**src/rtl/dut_batch_scheduler_pkg.sv**
```systemverilog
// Shared types for the DUT batch scheduler and the UART middleware.
// State encoding plus select/tag widths for the default 4-DUT build.
package dut_batch_scheduler_pkg;

  typedef enum logic [2:0] {
    S_IDLE,
    S_START,
    S_WAIT_RDY,
    S_READ_ADR,
    S_READ_CAPT,
    S_PUSH,
    S_NEXT,
    S_DONE
  } state_t;

  localparam int NUM_DUT_DEF = 4;
  localparam int ADR_W_DEF   = 6;
  localparam int SEL_W = $clog2(NUM_DUT_DEF) + 1;
  localparam int TAG_W = SEL_W + ADR_W_DEF;

  function automatic int sel_w(input int n);
    return $clog2(n) + 1;
  endfunction

endpackage

```
**src/rtl/dut_batch_scheduler_watchdog.sv**
```systemverilog
// Per-test watchdog: clearable counter that parks at LIMIT-1.
// TIMEOUT is only meaningful while counting is enabled.
module dut_watchdog #(
  parameter int LIMIT = 1000000
) (
  input  logic CLK,
  input  logic RST,
  input  logic CLR,
  input  logic EN,
  output logic TIMEOUT
);

  localparam int W = $clog2(LIMIT + 1);
  localparam logic [W-1:0] TOP = W'(LIMIT - 1);

  logic [W-1:0] cnt;

  always_ff @(posedge CLK) begin
    if (RST || CLR) begin
      cnt <= '0;
    end else if (EN && cnt != TOP) begin
      cnt <= cnt + 1'b1;
    end
  end

  assign TIMEOUT = EN && (cnt == TOP);

endmodule

```
**src/rtl/dut_batch_scheduler.sv**
```systemverilog
// Batch sequencer: start each enabled DUT, wait for ready under a
// watchdog, then stream its result window out with {dut, adr} tags.
module dut_batch_scheduler
  import dut_batch_scheduler_pkg::*;
#(
  parameter int NUM_DUT         = 4,
  parameter int BITWIDTH_ADR    = 6,
  parameter int BITWIDTH_DATA   = 16,
  parameter int NUM_READ        = 4,
  parameter int BITWIDTH_REPEAT = 8,
  parameter int TIMEOUT_CYCLES  = 1000000
) (
  input  logic                       CLK_SYS,
  input  logic                       RST,
  input  logic                       BATCH_START,
  input  logic [NUM_DUT-1:0]         BATCH_MASK,
  input  logic [BITWIDTH_REPEAT-1:0] BATCH_REPEAT,
  input  logic                       BATCH_ABORT,
  output logic                       BUSY,
  output logic                       BATCH_DONE,
  output logic                       TIMEOUT_ERR,
  output logic [$clog2(NUM_DUT):0]   ERR_SEL,
  output logic                       DUT_START,
  output logic [$clog2(NUM_DUT):0]   DUT_SEL,
  output logic [BITWIDTH_ADR-1:0]    DUT_ADR,
  output logic                       DUT_RnW,
  output logic [BITWIDTH_DATA-1:0]   DUT_DIN,
  input  logic [BITWIDTH_DATA-1:0]   DUT_DOUT,
  input  logic                       DUT_RDY,
  output logic                       RES_VALID,
  input  logic                       RES_READY,
  output logic [BITWIDTH_DATA-1:0]   RES_DATA,
  output logic [$clog2(NUM_DUT)+BITWIDTH_ADR:0] RES_TAG,
  output logic                       RES_LAST
);

  localparam int SW = sel_w(NUM_DUT);
  localparam logic [BITWIDTH_ADR-1:0] LAST_ADR =
    BITWIDTH_ADR'(NUM_READ - 1);
  localparam logic [BITWIDTH_REPEAT-1:0] REP_ONE =
    BITWIDTH_REPEAT'(1);

  state_t state, state_nx;

  logic [NUM_DUT-1:0]         mask;
  logic [BITWIDTH_REPEAT-1:0] rep;
  logic [SW-1:0]              sel;
  logic [SW-1:0]              err_sel;
  logic [BITWIDTH_ADR-1:0]    adr;
  logic [BITWIDTH_DATA-1:0]   hold;
  logic                       rdy_q;
  logic                       done_q;
  logic                       err;
  logic                       wd_to;
  logic                       rdy_edge;
  logic                       last_word;
  logic [SW-1:0]              first_idx;
  logic [SW-1:0]              low_idx;
  logic [SW-1:0]              up_idx;
  logic                       up_found;

  // Descending scan: the last hit is the lowest qualifying index.
  always_comb begin
    first_idx = '0;
    low_idx   = '0;
    up_idx    = '0;
    up_found  = 1'b0;
    for (int i = NUM_DUT - 1; i >= 0; i--) begin
      if (BATCH_MASK[i]) first_idx = SW'(i);
      if (mask[i]) low_idx = SW'(i);
      if (mask[i] && SW'(i) > sel) begin
        up_idx   = SW'(i);
        up_found = 1'b1;
      end
    end
  end

  assign rdy_edge  = DUT_RDY && !rdy_q;
  assign last_word = (adr == LAST_ADR) && (rep == REP_ONE) && !up_found;

  always_comb begin
    state_nx = state;
    unique case (state)
      S_IDLE: begin
        if (BATCH_START) begin
          state_nx = (|BATCH_MASK && |BATCH_REPEAT) ? S_START : S_DONE;
        end
      end
      S_START: state_nx = S_WAIT_RDY;
      S_WAIT_RDY: begin
        if (rdy_edge) state_nx = S_READ_ADR;
        else if (wd_to) state_nx = S_NEXT;
      end
      S_READ_ADR:  state_nx = S_READ_CAPT;
      S_READ_CAPT: state_nx = S_PUSH;
      S_PUSH: begin
        if (RES_READY) begin
          state_nx = (adr == LAST_ADR) ? S_NEXT : S_READ_ADR;
        end
      end
      S_NEXT: begin
        state_nx = (!up_found && rep <= REP_ONE) ? S_DONE : S_START;
      end
      S_DONE:  state_nx = S_IDLE;
      default: state_nx = S_IDLE;
    endcase
    if (BATCH_ABORT) state_nx = S_IDLE;
  end

  always_ff @(posedge CLK_SYS) begin
    if (RST) begin
      state   <= S_IDLE;
      mask    <= '0;
      rep     <= '0;
      sel     <= '0;
      adr     <= '0;
      hold    <= '0;
      rdy_q   <= 1'b0;
      done_q  <= 1'b0;
      err     <= 1'b0;
      err_sel <= '0;
    end else begin
      state  <= state_nx;
      done_q <= (state == S_DONE) && !BATCH_ABORT;
      rdy_q  <= (state == S_START) ? 1'b1 : DUT_RDY;
      if (BATCH_ABORT) begin
        mask <= '0;
        rep  <= '0;
        sel  <= '0;
        adr  <= '0;
        hold <= '0;
      end else begin
        unique case (state)
          S_IDLE: begin
            if (BATCH_START) begin
              mask    <= BATCH_MASK;
              rep     <= BATCH_REPEAT;
              sel     <= first_idx;
              adr     <= '0;
              err     <= 1'b0;
              err_sel <= '0;
            end
          end
          S_START: adr <= '0;
          S_WAIT_RDY: begin
            if (!rdy_edge && wd_to) begin
              err <= 1'b1;
              if (!err) err_sel <= sel;
            end
          end
          S_READ_CAPT: hold <= DUT_DOUT;
          S_PUSH: begin
            if (RES_READY && adr != LAST_ADR) adr <= adr + 1'b1;
          end
          S_NEXT: begin
            adr <= '0;
            if (up_found) begin
              sel <= up_idx;
            end else begin
              sel <= low_idx;
              if (rep != '0) rep <= rep - 1'b1;
            end
          end
          default: ;
        endcase
      end
    end
  end

  dut_watchdog #(
    .LIMIT(TIMEOUT_CYCLES)
  ) u_wd (
    .CLK(CLK_SYS),
    .RST(RST),
    .CLR((state == S_START) || BATCH_ABORT),
    .EN(state == S_WAIT_RDY),
    .TIMEOUT(wd_to)
  );

  assign BUSY        = (state != S_IDLE);
  assign BATCH_DONE  = done_q;
  assign TIMEOUT_ERR = err;
  assign ERR_SEL     = err_sel;
  assign DUT_START   = (state == S_START);
  assign DUT_SEL     = sel;
  assign DUT_ADR     = adr;
  assign DUT_RnW     = (state == S_READ_ADR);
  assign DUT_DIN     = '0;
  assign RES_VALID   = (state == S_PUSH);
  assign RES_DATA    = RES_VALID ? hold : '0;
  assign RES_TAG     = RES_VALID ? {sel, adr} : '0;
  assign RES_LAST    = RES_VALID && last_word;

endmodule

```
**config.mk**
```make
export PLATFORM = sky130hd
export DESIGN_NAME = dut_batch_scheduler
export DESIGN_NICKNAME = d
export VERILOG_FILES = /design/src/rtl/dut_batch_scheduler_pkg.sv /design/src/rtl/dut_batch_scheduler_watchdog.sv /design/src/rtl/dut_batch_scheduler.sv
export SDC_FILE = /design/constraint.sdc
export NUM_CORES = 1
export LEC_CHECK = 0
export ABC_AREA = 1
export BUFFER_PORTS_ARGS = -buffer_cell sky130_fd_sc_hd__buf_2
export CORE_MARGIN = 4
export CORE_UTILIZATION = 47
export DETAILED_ROUTE_END_ITERATION = 16
export PLACE_DENSITY_LB_ADDON = 0.3
export SETUP_SLACK_MARGIN = 0.1
export SYNTH_ARGS = -nofsm -noshare
export SYNTH_HDL_FRONTEND = slang
export SYNTH_HIERARCHICAL = 1
export SYNTH_SLANG_ARGS = --single-unit
```
**constraint.sdc**
```tcl
create_clock -name CLK_SYS -period 2.3 [get_ports CLK_SYS]
set_input_delay 0.46 -clock CLK_SYS [delete_from_list [all_inputs] [get_ports CLK_SYS]]
set_output_delay 0.46 -clock CLK_SYS [all_outputs]
set_load 0.005 [all_outputs]
```
==> results.py, run 1 <==
metrics = {
    "grt": {
        "use_met2_pct": 31.8,
        "grtUsageMet1_pct": 26.5,
        "grt_pass1_wl_um": 15900,
        "grt_pass1_vias": 3568,
        "gr-usage-met3_pct": 5.45,
        "antenna_found_initial": 0,
        "grt_max_degree": 34,
        "top_usage_layer": "met2",
        "overflow": 0,
        "grtUsageTotal_pct": 19.7,
    },
    "synth": {
        "synth_cells": 592,
        "mappedNetlistArea_mm2": 0.00386,
        "yosysMostFrequentCell": "nand2_1",
        "synth_seq_cells": 64,
        "seq_area_frac_synth_pct": 33.2,
        "ys_warn_count": 6,
        "synth_area_leaders": "dfxtp_1 (33%), nand2_1 (11%), nor2_1 (9.3%), inv_1 (7.3%), a21oi_1 (6.2%)",
        "yosysTopAreaCell": "dfxtp_1",
        "async_reset_ff_share_pct": 0,
        "synth_cell_types": 41,
        "yosysTopAreaCellShare_pct": 33.2,
        "synth-edff-count": 0,
        "ys_top_cells_by_count": "nand2_1 (111), nor2_1 (96), inv_1 (75), dfxtp_1 (64), a21oi_1 (48)",
        "ys.flop_type": "dfxtp_1",
        "syn_area_per_cell_um2": 6.52,
    },
    "placement": {
        "dp_hpwl_um": 7120,
        "gp_congestion": 0.892,
        "port_buffers": 74,
        "placed_cell_area_mm2": 0.00428,
        "place_ws_ps": 305,
    },
    "floorplanning": {
        "fp.dieW_um": 98.6,
        "start_util_pct": 49.2,
        "core_area_mm2": 0.00785,
        "rows": 32,
        "die-area_mm2": 0.00973,
        "boundaryPins": 94,
        "die_h_um": 98.6,
    },
    "final_layout": {
        "drive_above_1_share_pct": 21.5,
        "diodes": 0,
        "area_growth_pct": 18.5,
        "fin_area_mm2": 0.00457,
        "nets": 713,
    },
    "pwr": {
        "power_density_mw_per_mm2": 584,
        "power_w": 0.00267,
        "seqPwrFrac_pct": 43.4,
        "p_leak_nw": 2.01,
        "combPwrFrac_pct": 14.9,
        "p_switching_w": 0.000781,
        "peakVddDrop_v": 0.000333,
        "swShare_pct": 29.2,
        "p_clk_share_pct": 41.7,
        "internal-power_w": 0.00189,
    },
    "timing": {
        "max_freq_mhz": 478,
        "final-hold-violation-count": 0,
        "rsz0062_at_grt": "false",
        "setup_viol": 0,
        "final_max_slew_viol_count": 0,
        "period_minus_slack_ps": 2090,
        "maxSlewHeadroom_pct": 65.6,
        "layout_worst_path_cycle_share_pct": 90.9,
        "tightest_slew_ps": 515,
        "worst_clock_skew_ps": 16.4,
        "worst_slack_ps": 209,
        "setup_tns_ps": 0,
    },
    "drt": {
        "routedWlPerCell_um": 12.5,
        "first_pass_iters": 5,
        "first_iter_violations": 204,
        "antenna_left": 0,
        "drt-total-wl_um": 9770,
        "route.detailed.drc": 0,
        "via_per_inst": 5.01,
        "via_count": 3916,
    },
    "setup_path": {
        "crit_path_start_kind": "flip-flop",
        "ff2ff_setup_slack_ps": 370,
        "worstPathMaxFanout": 6,
        "crit_arrival_ps": 1630,
        "critical_path_class": "flip-flop to output port",
        "required_ps": 1840,
        "critPathCaptureType": "output port",
    },
    "flow_run": {
        "maxCapViolCount": 0,
    },
    "clock_tree": {
        "cts-root-buf": "clkbuf_8",
        "cts-buffers-inserted": 9,
        "clk_pin_slew_ps": 80,
        "clock-sinks": 64,
        "cts_max_level": 3,
        "clk_latency_ps": 350,
        "cts_buffer_depth": 2,
        "cts_tree": "yes",
    },
    "worst_hold_path": {
        "min_path_type": "primary input to flip-flop",
    },
    "status": {
        "status": "complete, no violations",
    },
}
critical path: stages (launching register included):
cell      delay [ps]
dfxtp_4          380
inv_2             60
nand2_2          110
nor2_8           210
clkinv_8          80
nor2_2           120
inv_2             70
nor3_2           120
buf_2            140
registers in the layout, indices dropped and copies added, names as in the netlist:
name         flops
BATCH_DONE       1
DUT_ADR          6
DUT_SEL          2
ERR_SEL          2
TIMEOUT_ERR      1
hold            16
mask             4
rdy_q            1
rep              8
state            3
u_wd/cnt        20
power groups by stage:
stage | Sequential, W | Clock (W) | Combinational [W]
final | 0.00116 | 0.00111 | 0.000397
after global placement | 0.00118 | 0 | 0.000381
after global routing | 0.00116 | 0.00118 | 0.000450
after detailed placement | 0.00118 | 0 | 0.000389
after CTS | 0.00116 | 0.00114 | 0.000392
after floorplan | 0.00118 | 0 | 0.000305
layout make-up:
| class | instances | area (um2) |
|---|---|---|
| tap | 102 | 128 |
| clock inverter | 7 | 103 |
| timing repair buffer | 82 | 443 |
| timing repair inverter | 1 | 8.76 |
| clock buffer | 9 | 124 |
| inverter | 84 | 340 |
| sequential | 64 | 1290 |
| fill | 790 | 3270 |
| multi-input combinational | 432 | 2140 |
cells by family after synthesis:
kind of cell,after synthesis,share of synthesized area (%)
AO/OA/AOI/OAI,105,14.3
flip-flops,64,33.2
adder cells (fa/ha/maj),5,1.62
XOR/XNOR,6,1.36
other,1,0.0971
buffers and inverters,114,13.4
AND/OR/NAND/NOR,297,36.1
layout by cell type, fill, tap and decap left out, types with 2 or more instances in the layout:
| master | count |
|---|---|
| nand2_1 | 111 |
| nor2_1 | 95 |
| inv_1 | 75 |
| buf_2 | 74 |
| dfxtp_1 | 60 |
| a21oi_1 | 48 |
| o21ai_0 | 44 |
| nand3_1 | 36 |
| conb_1 | 19 |
| nand4_1 | 11 |
| nor2_2 | 9 |
| nor3_1 | 9 |
| clkbuf_8 | 9 |
| buf_4 | 7 |
| nand2_4 | 6 |
| nand3_2 | 5 |
| xor2_1 | 5 |
| ha_1 | 5 |
| inv_6 | 4 |
| dfxtp_2 | 3 |
| inv_2 | 3 |
| nand2_2 | 3 |
| o21ai_1 | 3 |
| a21oi_2 | 3 |
| inv_4 | 2 |
| nor2_8 | 2 |
| nor3_2 | 2 |
| clkinv_2 | 2 |
| o21a_1 | 2 |
| nor4_1 | 2 |
| bufinv_16 | 2 |
| clkinv_4 | 2 |
| a31oi_1 | 2 |
repair_timing:
item	CTS	global route
resized for setup	4	7
pin swaps	0	2
setup buffers	0	3
endpoints found under the setup margin	1	3
cloned	0	1
hold buffers	0	0
metrics by stage:
step	hold WS, ps	cells	util (%)
floorplan	430	610	-
global placement	437	761	54.5
detailed placement	446	761	54.5
CTS	356	777	57.5
global route	366	781	58.3
finish	372	781	58.3
path summary, 6_finish.rpt:
check	start	to	cells after the start
worst max-delay path	state[1]	RES_LAST	8
worst min-delay path	RST	ERR_SEL[0]	2
worst max register to register	u_wd/cnt[0]	ERR_SEL[0]	10
worst min register to register	hold[6]	hold[6]	2
layer usage:
metal  wire length (um)  vias to the layer above
met5                  0                        -
met4                 81                        0
met3                729                        8
met2               4440                      129
met1               4520                     1765
li1                   -                     2014
(Power assumes the default switching activity.)
==> inputs of run 2 (changes only) <==
--- a/config.mk
+++ b/config.mk
@@ -11,8 +11,6 @@
 export CORE_UTILIZATION = 47
 export DETAILED_ROUTE_END_ITERATION = 16
 export PLACE_DENSITY_LB_ADDON = 0.3
-export SETUP_SLACK_MARGIN = 0.1
 export SYNTH_ARGS = -nofsm -noshare
 export SYNTH_HDL_FRONTEND = slang
-export SYNTH_HIERARCHICAL = 1
 export SYNTH_SLANG_ARGS = --single-unit
==> run 2 against run 1 <==
  * Final cell count shrank 0.64%
  * Routed wire length down 5.6%
  * Synthesized cell count is 0.34% higher
  * Via count down 2.5%
  * Core utilization down 1.2 points
  * Critical path depth decreased by 2
  * Sequential cell count unchanged
  * Final area fell by 2.1%
  * Register-to-register slack gained 120 ps
  * Clock-buffer cell count rose by 4
  * Non-clock buffer count unchanged
  * Critical path type unchanged
  * Critical endpoint unchanged
  * Largest power group unchanged
==> results.py, run 2 <==
metrics = {
    "setup_path": {
        "max_stage_delay_ps": 410,
        "critical_path_class": "flip-flop to output port",
        "crit_buf_inv": 2,
        "crit_family": "simple AND/OR/NAND/NOR gates",
        "cpMaxStageDelayCell": "dfxtp_1",
        "cp_cell_sequence": "inv_2 -> nand2_4 -> nor2_8 -> nand3_2 -> nor4_2 -> buf_2",
        "worst_r2r_path_depth": 9,
        "required_ps": 1840,
        "crit_path_start_kind": "flip-flop",
        "critical_path_depth": 6,
        "critPathCaptureType": "output port",
        "worstPathMaxFanout": 7,
        "crit_arrival_ps": 1660,
    },
    "synth": {
        "synth_seq_cells": 64,
        "yosysMostFrequentCell": "nand2_1",
        "synth-xor-area-share_pct": 3.62,
        "async_reset_ff_share_pct": 0,
        "synth_cell_types": 38,
        "yosysTopAreaCellShare_pct": 33.1,
        "yosys.area_share.adder_pct": 1.62,
        "ys_warn_count": 0,
        "ys.flop_type": "dfxtp_1",
        "synth-edff-count": 0,
        "synth_compound_gate_area_share_pct": 14.9,
        "synth_top_family_by_area": "simple AND/OR/NAND/NOR gates",
        "synth_simple_gate_area_share_pct": 33.5,
        "syn_area_per_cell_um2": 6.51,
        "mappedNetlistArea_mm2": 0.00387,
        "yosysTopAreaCell": "dfxtp_1",
        "synthMuxAreaShare_pct": 0,
        "seq_area_frac_synth_pct": 33.1,
        "synth_area_leaders": "dfxtp_1 (33%), nand2_1 (14%), nor2_1 (8.5%), a21oi_1 (8.4%), inv_1 (5.7%)",
        "ys_top_cells_by_count": "nand2_1 (143), nor2_1 (88), a21oi_1 (65), dfxtp_1 (64), inv_1 (59)",
        "synth_cells": 594,
    },
    "drt": {
        "via_per_inst": 4.92,
        "via_count": 3818,
        "first_pass_iters": 4,
        "first_iter_violations": 175,
        "antenna_left": 0,
        "drt-total-wl_um": 9220,
        "routedWlPerCell_um": 11.9,
        "route.detailed.drc": 0,
    },
    "placement": {
        "port_buffers": 74,
        "dp_hpwl_um": 6890,
        "gp_congestion": 0.910,
    },
    "clock_tree": {
        "clk_pin_slew_ps": 70,
        "clk_latency_ps": 340,
        "cts-buffers-inserted": 9,
        "cts_setup_buffers": 0,
        "hold_buffers": 0,
        "cts_resized": 0,
        "cts_tree": "yes",
        "clock-sinks": 64,
        "cts-root-buf": "clkbuf_8",
        "cts_buffer_depth": 2,
        "cts_max_level": 3,
    },
    "timing": {
        "setup_viol": 0,
        "setup_tns_ps": 0,
        "layout_worst_path_cycle_share_pct": 92.2,
        "period_minus_slack_ps": 2120,
        "final-hold-violation-count": 0,
        "final_max_slew_viol_count": 0,
        "rsz0062_at_grt": "false",
        "max_freq_mhz": 472,
        "worst_clock_skew_ps": 8.89,
    },
    "status": {
        "status": "complete, no violations",
    },
    "floorplanning": {
        "die_h_um": 98.7,
        "rows": 32,
        "core_area_mm2": 0.00785,
        "fp.dieW_um": 98.7,
        "start_util_pct": 49.3,
        "die-area_mm2": 0.00975,
        "boundaryPins": 94,
    },
    "final_layout": {
        "top_register": "u_wd.cnt",
        "drive_above_1_share_pct": 18.8,
        "layout_common_cells": "nand2_1 (143), nor2_1 (88), buf_2 (74)",
        "layout_commonest_cell": "nand2_1",
        "area_growth_pct": 15.8,
        "diodes": 0,
        "largest_reg_flops": 20,
        "nets": 708,
        "largestRegisters": "u_wd.cnt (20), hold (16), rep (8)",
    },
    "grt": {
        "grt_max_degree": 33,
        "overflow": 0,
        "antenna_found_initial": 0,
        "grt_pass1_wl_um": 15600,
        "gr-usage-met3_pct": 4.88,
        "grt_pass1_vias": 3532,
        "grtUsageTotal_pct": 19.0,
        "top_usage_layer": "met2",
        "grtUsageMet1_pct": 23.4,
        "use_met2_pct": 33.2,
    },
    "worst_hold_path": {
        "hold_path_depth": 2,
        "min_path_type": "primary input to flip-flop",
    },
    "pwr": {
        "p_leak_nw": 1.92,
        "power_density_mw_per_mm2": 590,
        "power_w": 0.00264,
        "peakVddDrop_v": 0.000306,
    },
    "flow_run": {
        "maxCapViolCount": 0,
    },
}
run 2: cell types whose count changed in the layout (fill, tap and decap cells not counted), sizes merged, moves of 7 or more:
cell	before	now
nand2	121	152
nor3	11	4
o21ai	47	38
inv	84	67
nor2	107	93
a21oi	51	65
nand3	42	29
run 2: final timing paths:
check                 to  slack, ps         from
max             RES_LAST        180     state[1]
min           ERR_SEL[1]        350          RST
max reg2reg  u_wd.cnt[5]        490  u_wd.cnt[0]
min reg2reg     hold[12]        450     hold[12]
run 2: cell type report:
class	count	area [um2]
Clock buffer	13	149
Clock inverter	3	65.1
Timing Repair Buffer	82	430
Multi-Input combinational cell	443	2150
Tap cell	102	128
Fill cell	795	3370
Inverter	69	272
Sequential cell	64	1280
run 2: metal layers:
metal | wire length, um | part of all wire (%)
met3 | 474 | 5.1
met1 | 4120 | 45
met2 | 4510 | 49
met4 | 117 | 1.3
met5 | 0 | 0
run 2: power by group:
group          internal, W  switching (W)
registers          0.00114      0.0000269
clock network     0.000640       0.000431
logic             0.000136       0.000268
total              0.00191       0.000725
run 2: per-stage QoR:
step	utilization [%]	area (um2)	hold slack [ps]	instances	setup slack, ps
5_1_grt	57.1	4480	352	776	84.2
6_report	57.1	4480	351	776	180
2_1_floorplan	-	3940	430	612	636
3_5_place_dp	54.2	4260	445	760	407
4_1_cts	57.0	4470	331	776	24.5
3_3_place_gp	54.2	4260	437	760	442
run 2: kinds of logic after synthesis:
family	after synthesis
xor+xnor	16
buf+inv	105
fa+ha+maj	5
other cells	1
flops	64
simple gates	292
compound gates	111
==> inputs of run 3 (changes only) <==
==> constraint.sdc (replaced) <==
create_clock -name CLK_SYS -period 2 [get_ports CLK_SYS]
set_input_delay 0.4 -clock CLK_SYS [delete_from_list [all_inputs] [get_ports CLK_SYS]]
set_output_delay 0.4 -clock CLK_SYS [all_outputs]
set_load 0.005 [all_outputs]
==> run 3 against run 2 <==
  * Die area is the same
  * Sequential share of layout area shrank 0.53 points
  * Via count is the same
  * Setup slack lost 160 ps
  * Final area grew 2.3%
  * Core utilization grew 1.3 points
  * Final cell count grew 0.52%
  * Global-route usage grew 0.69 points
==> results.py, run 3 (synthesis results as in run 2) <==
metrics = {
    "final_layout": {
        "layout_common_cells": "nand2_1 (143), nor2_1 (87), buf_2 (74)",
        "nets": 712,
        "instances_no_fill": 780,
        "layout_commonest_cell": "nand2_1",
        "diodes": 0,
        "top_register": "u_wd.cnt",
        "drive_above_1_share_pct": 20.8,
        "fin_util_pct": 58.4,
        "largest_reg_flops": 20,
        "area_growth_pct": 18.4,
        "largestRegisters": "u_wd.cnt (20), hold (16), rep (8)",
    },
    "drt": {
        "first_pass_iters": 5,
        "route.detailed.drc": 0,
        "antenna_left": 0,
        "first_iter_violations": 246,
        "via_per_inst": 4.89,
        "via_count": 3818,
        "drt-total-wl_um": 9250,
        "routedWlPerCell_um": 11.9,
    },
    "grt": {
        "antenna_found_initial": 0,
        "use_met2_pct": 33.5,
        "gr-usage-met3_pct": 4.88,
        "grt_pass1_wl_um": 15900,
        "grtUsageMet1_pct": 24.4,
        "overflow": 0,
        "grt_pass1_vias": 3558,
        "grt_max_degree": 33,
        "top_usage_layer": "met2",
        "grtUsageTotal_pct": 19.7,
    },
    "worst_hold_path": {
        "min_path_type": "primary input to flip-flop",
    },
    "placement": {
        "gp_congestion": 0.914,
        "dp_hpwl_um": 6810,
        "placedCellCount": 762,
        "port_buffers": 74,
    },
    "clock_tree": {
        "cts_max_level": 3,
        "cts_tree": "yes",
        "cts-root-buf": "clkbuf_8",
        "cts_buffer_depth": 2,
        "clk_latency_ps": 350,
        "clock-sinks": 64,
        "cts-buffers-inserted": 9,
        "clk_pin_slew_ps": 80,
        "hold_buffers": 0,
    },
    "timing": {
        "final-hold-violation-count": 0,
        "period_minus_slack_ps": 1980,
        "max_freq_mhz": 505,
        "worst_clock_skew_ps": 8.88,
        "setup_viol": 0,
        "rsz0062_at_grt": "true",
        "final_max_slew_viol_count": 0,
        "layout_worst_path_cycle_share_pct": 99.0,
    },
    "pwr": {
        "seqPwrFrac_pct": 41.4,
        "p_switching_w": 0.000897,
        "power_w": 0.00324,
        "p_clk_share_pct": 43.8,
        "power_density_mw_per_mm2": 707,
        "peakVddDrop_v": 0.000357,
        "combPwrFrac_pct": 14.9,
        "swShare_pct": 27.7,
        "p_leak_nw": 1.95,
        "internal-power_w": 0.00234,
    },
    "floorplanning": {
        "fp.dieW_um": 98.7,
        "start_util_pct": 49.3,
        "die_h_um": 98.7,
        "die-area_mm2": 0.00975,
        "core_area_mm2": 0.00785,
        "rows": 32,
        "boundaryPins": 94,
    },
    "flow_run": {
        "maxCapViolCount": 0,
    },
    "setup_path": {
        "critical_path_class": "flip-flop to output port",
        "critPathCaptureType": "output port",
        "required_ps": 1600,
        "crit_path_start_kind": "flip-flop",
        "crit_arrival_ps": 1580,
        "worstPathMaxFanout": 4,
        "ff2ff_setup_slack_ps": 290,
    },
    "status": {
        "status": "complete, no violations",
    },
}
-- run 3: cell types whose count changed in the layout (fill, tap and decap cells not counted), moves of 3 or more --
cell and delta:
dfxtp_1 -4, buf_4 +4, dfxtp_2 +4, clkbuf_1 -3
-- run 3: timing repair --
action                                  in CTS  in global routing
cloned                                       0                  0
resized for setup                            8                  3
endpoints found under the setup margin      11                 25
setup buffers                                2                  0
pin swaps                                    2                  0
-- run 3: layout make-up --
cell class	instances	area [um2]
clock buffer	10	138
clock inverter	6	115
fill	750	3270
inverter	69	272
multi-input combinational	443	2180
sequential	64	1290
tap	102	128
timing repair buffer	86	460
-- run 3: path summary, 6_finish.rpt --
kind | from | endpoint | cells after the start
max | DUT_ADR[1] | RES_LAST | 6
min | RST | ERR_SEL[1] | 2
max reg2reg | u_wd.cnt[0] | u_wd.cnt[3] | 8
min reg2reg | hold[6] | hold[6] | 2
-- run 3: power groups by stage --
stage / Sequential (W) / Combinational, W / Clock (W)
finish: 0.00134 / 0.000481 / 0.00142
global route: 0.00134 / 0.000546 / 0.00152
CTS: 0.00134 / 0.000478 / 0.00143
detailed placement: 0.00137 / 0.000469 / 0
global placement: 0.00136 / 0.000458 / 0
floorplan: 0.00136 / 0.000372 / 0
-- run 3: layer usage --
metal  vias to the layer above  routed length, um  share of wire (%)
li1                       2005                  -                  -
met1                      1718               4140                 45
met2                        84               4540                 49
met3                        11                462                5.0
met4                         0                105                1.1
met5                         -                  0                  0
-- run 3: stage by stage --
stage / TNS (ps) / hold slack, ps / instance area, um2 / setup slack [ps]
global route: -1760 / 281 / 4580 / -93.8
CTS: 0 / 286 / 4570 / 12.5
detailed placement: 0 / 442 / 4270 / 213
global placement: 0 / 437 / 4270 / 251
finish: 0 / 298 / 4580 / 19.2
floorplan: 0 / 430 / 3940 / 396
-- run 3: critical path: stages (launching register included) --
cell     delay [ps]
dfxtp_2         370
ha_4            150
inv_1            50
nor2_2          110
nand3_2         140
nor4_4          250
buf_2           160
